$ cat src/rtl/axil_slave_frontend_ldmx.sv
// axil_slave_frontend_ldmx: AXI4-Lite slave front end feeding the merge stage start/ready request interface
// Ports:
//   axilClk, axilRstN               clock, asynchronous active-low reset
//   s_ar*, s_r*                     AXI-Lite read address / read data channels
//   s_aw*, s_w*, s_b*               AXI-Lite write address / write data / write response channels
//   raddr, rstart, rready, dn_r*    read request side toward the merge stage
//   waddr, wstart, bready, wdata,
//   wstrb, dn_b*                    write request side toward the merge stage
module axil_slave_frontend_ldmx #(
    parameter int TIMEOUT  = 1024,
    parameter int ADDR_LSB = 2
) (
    input  logic        axilClk,
    input  logic        axilRstN,
    input  logic [31:0] s_araddr,
    input  logic        s_arvalid,
    output logic        s_arready,
    output logic [31:0] s_rdata,
    output logic [1:0]  s_rresp,
    output logic        s_rvalid,
    input  logic        s_rready,
    input  logic [31:0] s_awaddr,
    input  logic        s_awvalid,
    output logic        s_awready,
    input  logic [31:0] s_wdata,
    input  logic [3:0]  s_wstrb,
    input  logic        s_wvalid,
    output logic        s_wready,
    output logic [1:0]  s_bresp,
    output logic        s_bvalid,
    input  logic        s_bready,
    output logic [17:0] raddr,
    output logic        rstart,
    output logic        rready,
    input  logic [31:0] dn_rdata,
    input  logic [1:0]  dn_rresp,
    input  logic        dn_rvalid,
    output logic [17:0] waddr,
    output logic        wstart,
    output logic        bready,
    output logic [31:0] wdata,
    output logic [3:0]  wstrb,
    input  logic [1:0]  dn_bresp,
    input  logic        dn_bvalid
);
    localparam int CW = $clog2(TIMEOUT);
    localparam logic [CW-1:0] CNT_MAX = CW'(TIMEOUT - 1);
    typedef enum logic [1:0] {R_IDLE, R_WAIT, R_RESP, R_SETTLE} r_state_t;
    typedef enum logic [1:0] {W_IDLE, W_WAIT, W_RESP, W_SETTLE} w_state_t;
    r_state_t      r_state, r_state_d;
    w_state_t      w_state, w_state_d;
    logic [CW-1:0] r_cnt, r_cnt_d, w_cnt, w_cnt_d;
    logic          r_drain, r_drain_d, w_drain, w_drain_d;
    logic          rvalid_d, rstart_d, bvalid_d, wstart_d;
    logic          aw_held, aw_held_d, w_held, w_held_d;
    logic [31:0]   rdata_d, wdata_d;
    logic [1:0]    rresp_d, bresp_d;
    logic [17:0]   raddr_d, waddr_d;
    logic [3:0]    wstrb_d;
    logic          unused_addr;
    assign unused_addr = ^{s_araddr, s_awaddr};
    always_comb begin
        r_state_d = r_state;
        r_cnt_d   = r_cnt;
        r_drain_d = r_drain;
        rdata_d   = s_rdata;
        rresp_d   = s_rresp;
        rvalid_d  = s_rvalid;
        raddr_d   = raddr;
        rstart_d  = 1'b0;
        rready    = 1'b0;
        case (r_state)
            R_IDLE: if (s_arvalid && s_arready) begin
                raddr_d   = s_araddr[ADDR_LSB+17:ADDR_LSB];
                rstart_d  = 1'b1;
                r_cnt_d   = '0;
                r_state_d = R_WAIT;
            end
            R_WAIT: if (dn_rvalid) begin
                rready    = 1'b1;
                rdata_d   = dn_rdata;
                rresp_d   = dn_rresp;
                rvalid_d  = 1'b1;
                r_state_d = R_RESP;
            end else if (r_cnt == CNT_MAX) begin
                rdata_d   = 32'hDEADBEEF;
                rresp_d   = 2'b10;
                rvalid_d  = 1'b1;
                r_drain_d = 1'b1;
                r_state_d = R_RESP;
            end else begin
                r_cnt_d = r_cnt + 1'b1;
            end
            R_RESP: if (s_rready) begin
                rvalid_d  = 1'b0;
                r_state_d = R_SETTLE;
            end
            R_SETTLE: if (!dn_rvalid && !r_drain) r_state_d = R_IDLE;
            default: r_state_d = R_IDLE;
        endcase
        // a timed-out request may still be answered late; swallow that answer before going idle
        if (r_drain && (r_state == R_RESP || r_state == R_SETTLE)) begin
            rready = 1'b1;
            if (dn_rvalid) r_drain_d = 1'b0;
        end
    end
    always_comb begin
        w_state_d = w_state;
        w_cnt_d   = w_cnt;
        w_drain_d = w_drain;
        aw_held_d = aw_held;
        w_held_d  = w_held;
        bresp_d   = s_bresp;
        bvalid_d  = s_bvalid;
        waddr_d   = waddr;
        wdata_d   = wdata;
        wstrb_d   = wstrb;
        wstart_d  = 1'b0;
        bready    = 1'b0;
        case (w_state)
            W_IDLE: begin
                if (s_awvalid && s_awready) begin
                    waddr_d   = s_awaddr[ADDR_LSB+17:ADDR_LSB];
                    aw_held_d = 1'b1;
                end
                if (s_wvalid && s_wready) begin
                    wdata_d  = s_wdata;
                    wstrb_d  = s_wstrb;
                    w_held_d = 1'b1;
                end
                if (aw_held_d && w_held_d) begin
                    wstart_d  = 1'b1;
                    aw_held_d = 1'b0;
                    w_held_d  = 1'b0;
                    w_cnt_d   = '0;
                    w_state_d = W_WAIT;
                end
            end
            W_WAIT: if (dn_bvalid) begin
                bready    = 1'b1;
                bresp_d   = dn_bresp;
                bvalid_d  = 1'b1;
                w_state_d = W_RESP;
            end else if (w_cnt == CNT_MAX) begin
                bresp_d   = 2'b10;
                bvalid_d  = 1'b1;
                w_drain_d = 1'b1;
                w_state_d = W_RESP;
            end else begin
                w_cnt_d = w_cnt + 1'b1;
            end
            W_RESP: if (s_bready) begin
                bvalid_d  = 1'b0;
                w_state_d = W_SETTLE;
            end
            W_SETTLE: if (!dn_bvalid && !w_drain) w_state_d = W_IDLE;
            default: w_state_d = W_IDLE;
        endcase
        if (w_drain && (w_state == W_RESP || w_state == W_SETTLE)) begin
            bready = 1'b1;
            if (dn_bvalid) w_drain_d = 1'b0;
        end
    end
    // readies are registered so every output is 0 while reset is held
    always_ff @(posedge axilClk or negedge axilRstN) begin
        if (!axilRstN) begin
            r_state   <= R_IDLE;
            r_cnt     <= '0;
            r_drain   <= 1'b0;
            s_arready <= 1'b0;
            s_rdata   <= '0;
            s_rresp   <= '0;
            s_rvalid  <= 1'b0;
            raddr     <= '0;
            rstart    <= 1'b0;
        end else begin
            r_state   <= r_state_d;
            r_cnt     <= r_cnt_d;
            r_drain   <= r_drain_d;
            s_arready <= (r_state_d == R_IDLE);
            s_rdata   <= rdata_d;
            s_rresp   <= rresp_d;
            s_rvalid  <= rvalid_d;
            raddr     <= raddr_d;
            rstart    <= rstart_d;
        end
    end
    always_ff @(posedge axilClk or negedge axilRstN) begin
        if (!axilRstN) begin
            w_state   <= W_IDLE;
            w_cnt     <= '0;
            w_drain   <= 1'b0;
            aw_held   <= 1'b0;
            w_held    <= 1'b0;
            s_awready <= 1'b0;
            s_wready  <= 1'b0;
            s_bresp   <= '0;
            s_bvalid  <= 1'b0;
            waddr     <= '0;
            wdata     <= '0;
            wstrb     <= '0;
            wstart    <= 1'b0;
        end else begin
            w_state   <= w_state_d;
            w_cnt     <= w_cnt_d;
            w_drain   <= w_drain_d;
            aw_held   <= aw_held_d;
            w_held    <= w_held_d;
            s_awready <= (w_state_d == W_IDLE) && !aw_held_d;
            s_wready  <= (w_state_d == W_IDLE) && !w_held_d;
            s_bresp   <= bresp_d;
            s_bvalid  <= bvalid_d;
            waddr     <= waddr_d;
            wdata     <= wdata_d;
            wstrb     <= wstrb_d;
            wstart    <= wstart_d;
        end
    end
endmodule

$ cat config.mk
export PLATFORM = sky130hd
export DESIGN_NAME = axil_slave_frontend_ldmx
export DESIGN_NICKNAME = d
export VERILOG_FILES = /design/src/rtl/axil_slave_frontend_ldmx.sv
export SDC_FILE = /design/constraint.sdc
export NUM_CORES = 1
export LEC_CHECK = 0
export CAP_MARGIN = 20
export CELL_PAD_IN_SITES_DETAIL_PLACEMENT = 0
export CELL_PAD_IN_SITES_GLOBAL_PLACEMENT = 2
export CORE_ASPECT_RATIO = 0.5
export CORE_MARGIN = 3
export CORE_UTILIZATION = 25
export DETAILED_ROUTE_END_ITERATION = 16
export PLACE_DENSITY_LB_ADDON = 0.2
export SKIP_CTS_REPAIR_TIMING = 1
export SLEW_MARGIN = 20
export SYNTH_ARGS = -nofsm -noshare
export SYNTH_HDL_FRONTEND = slang
export SYNTH_SLANG_ARGS = --single-unit
$ cat constraint.sdc
create_clock -name axilClk -period 3.2 [get_ports axilClk]
set_clock_uncertainty 0.1 [all_clocks]
set_input_delay 0.64 -clock axilClk [delete_from_list [all_inputs] [get_ports axilClk]]
set_output_delay 0.64 -clock axilClk [all_outputs]
set_load 0.05 [all_outputs]
==> summary.txt <==
Synthesis
  – Gate Count Post-Synth: between 400 and 500
  – Count of cell types in the netlist: 56
  – Post-synth top area share: 0.599
  – Syn nets: 635
  – Post-synth ARST share: 1.00
  – Mapped Avg Cell Area: 12.2 um2
  – Most instantiated library cell after synthesis: dfrtp_1
  – Commonest cells in the netlist: 143 x dfrtp_1, 91 x nand2_1, 55 x mux2_2
  – FF+latch count, synth: 143
  – Synth top area cells: dfrtp_1 60%, mux2_2 10%, nand2_1 5.7%
  – Yosys warnings: 0
  – Main synth FF type: dfrtp_1
  – Top cell type by total area after synthesis: dfrtp_1
  – Post-synthesis sequential area ratio: 0.599
  – Cell area after synthesis: slightly below 0.006 mm2
  – EDFF count, synth: 0

Timing
  – RSZ-0062 raised after global routing: false
  – Final Hold Fails: 0
  – Fmax: 0.394 GHz
  – Final period utilization: 0.794
  – Final Slew Violations: 0
  – Setup TNS: 0 ps
  – Setup violations, final: 0
  – Fin crit period: 2540 ps
  – Max-slew headroom: 0.554
  – Worst-Margin Slew: 653 ps

Power
  – Pwr Total: about 0.010 W
  – Pwr dens: 1140 mW/mm2
  – Max VDD drop: 0.000456 V
  – Leak: 3.89 nW

GRT
  – First-pass GRT wire length: 26900 um
  – Pin count of the biggest net entering global routing: just over 50
  – Vias in the first global route: 4672
  – GRT Residual Overflow: 0
  – Total GRT Usage: 0.136
  – Initial antenna violation count: 0

Finish
  – Fin util: 0.398
  – Area growth from synthesis to layout: 54.1%
  – Layout cells sized above 1: 0.146
  – N_diodes: 0
  – Nets: 869

Outcome
  – Outcome: finished, final reports clean

Worst setup path
  – WP data required: 2460 ps
  – Reg-to-reg endpoint: w_cnt[0]
  – CP peak stage delay: 530 ps
  – Top cell family by delay on the critical path: simple AND/OR/NAND/NOR gates
  – R2R depth: 5
  – Critical-path maximum fanout: 10
  – R2R Setup Slk: between 1000 and 1500 ps
  – CP Cell Sequence: nor2b_1 > nand2_1 > nand2_1 > buf_12
  – Startpoint types: flip-flop
  – Arr. time, crit path: 1800 ps
  – Worst Setup End Kind: primary output
  – Cell mode on critical path: nand2_1
  – Buf+Inv Stages, Crit Path: 1
  – FF-to-FF Start: w_cnt[0]
  – WS Path Type: flip-flop to primary output
  – CP max stage cell: dfrtp_1

Detailed routing
  – DRT iter0 DRCs: roughly 190
  – Total wire length: 17400 um
  – DR pass1 iterations: 4
  – Via density: 4.36
  – DRC errors left: 0
  – Post-DRT Antenna Nets: 0
  – Avg WL per Cell: ~17 um
  – Vias: 4540

Flow run
  – Max-cap violation count: 0

Place
  – Gpl congestion: just over 0.7
  – IO buf count: about 230
  – DPL Wire Length: 12700 um

Floorplan
  – Core Box Area: between 0.02 and 0.025 mm2
  – Starting Density: 0.258
  – IO Pins: 262
  – Die W: 225 um
  – Row count: 39
  – Die area: 0.0259 mm2
  – Height of the die: ~120 um

Clock tree
  – Clk Latency, worst-skew pair: roughly 420 ps
  – TritonCTS clock tree: built
  – TritonCTS Buffers: 17
  – Clock sink count: 143
  – Htree depth: 4
  – Clock Tree Root: clkbuf_16
  – Maximum root-to-sink buffer count: 2
  – Reg clk slew, reported paths: 60 ps

Worst hold path
  – Min-delay worst type: input pin to asynchronous set/reset pin
-- worst reg2reg max path, stage by stage, from the launching register on --
cell and delay, ps:
dfrtp_1 430, ha_1 250, and3_1 210, a41oi_1 430
mux2_2 390, a22o_1 170
-- placed cells by master (no fill, tap or decap), drive strengths merged, types with 3 or more instances in the layout --
cell / synthesis / routed
a21oi: 15 / 15
a41o: 3 / 3
inv: 10 / 10
clkbuf: 8 / 26
a2111oi: 3 / 3
dfrtp: 143 / 143
o211ai: 5 / 5
mux2i: 7 / 7
o31ai: 5 / 5
clkdlybuf4s50: 0 / 230
or4: 3 / 3
o22a: 27 / 27
or2: 3 / 3
nand2: 91 / 91
nand3: 12 / 12
and4: 3 / 3
nor2b: 3 / 3
and3: 4 / 4
or3: 3 / 3
a211oi: 3 / 3
nor2: 10 / 10
o21ai: 8 / 8
nand2b: 6 / 6
nor3: 3 / 3
nand4: 4 / 4
mux2: 55 / 55
a22o: 10 / 10
buf: 18 / 11
-- layout make-up --
class / count / area [um2]
clock inverters: 5 / 77.6
fillers: 2247 / 13900
repair buffers: 241 / 2410
clock buffers: 26 / 509
well taps: 307 / 384
multi-input cells: 309 / 2200
flip-flops and latches: 143 / 3580
inverters: 10 / 37.5
-- flip-flops by register name, summed over array words and instances, names as in the netlist --
register,cells
aw_held,1
r_cnt,10
r_drain,1
r_state,2
raddr,18
rstart,1
s_arready,1
s_awready,1
s_bresp,2
s_bvalid,1
s_rdata,32
s_rresp,2
s_rvalid,1
s_wready,1
w_cnt,10
w_drain,1
w_held,1
w_state,2
waddr,18
wdata,32
wstart,1
wstrb,4
-- metal layers --
| layer | GRT usage | routed length (um) | vias up | share of wire |
|---|---|---|---|---|
| li1 | - | - | 2212 | - |
| met1 | 0.156 | 7090 | 2262 | 0.41 |
| met2 | 0.251 | 9590 | 51 | 0.55 |
| met3 | 0.0342 | 463 | 15 | 0.027 |
| met4 | 0.0436 | 256 | 0 | 0.015 |
| met5 | 0 | 0 | - | 0 |
-- cells by family after synthesis --
| kind of cell | share of synthesized area |
|---|---|
| simple gates | 0.125 |
| flops | 0.599 |
| compound gates | 0.123 |
| mux | 0.115 |
| buf+inv | 0.0327 |
| fa+ha+maj | 0.00419 |
-- stage by stage --
stage,instance area [um2],setup slack [ps],std cells,hold WS [ps]
final,9200,660,1041,60.4
after global placement,8610,567,1010,359
after CTS,9200,616,1041,65.5
after global routing,9200,489,1041,69.4
after floorplan,5970,797,488,244
after detailed placement,8610,622,1010,365
-- worst max-delay path by stage --
stage,from,to,slack (ps),depth (start not counted)
after floorplan,w_state[1],bready,800,3
after global placement,dn_rvalid,r_cnt[7],570,5
after detailed placement,dn_rvalid,r_cnt[7],620,5
after CTS,r_state[1],rready,620,4
after global routing,r_state[1],rready,490,4
final,r_state[0],rready,660,4
-- power breakdown --
group	internal, W	total [W]	leakage, nW	switching, W
Sequential	0.00258	0.00305	1.77	0.000471
Clock	0.00125	0.00200	0.286	0.000752
Combinational	0.00195	0.00540	1.83	0.00346
Total	0.00577	0.0105	3.89	0.00468
Note: power is estimated with default switching activity, not from simulation.
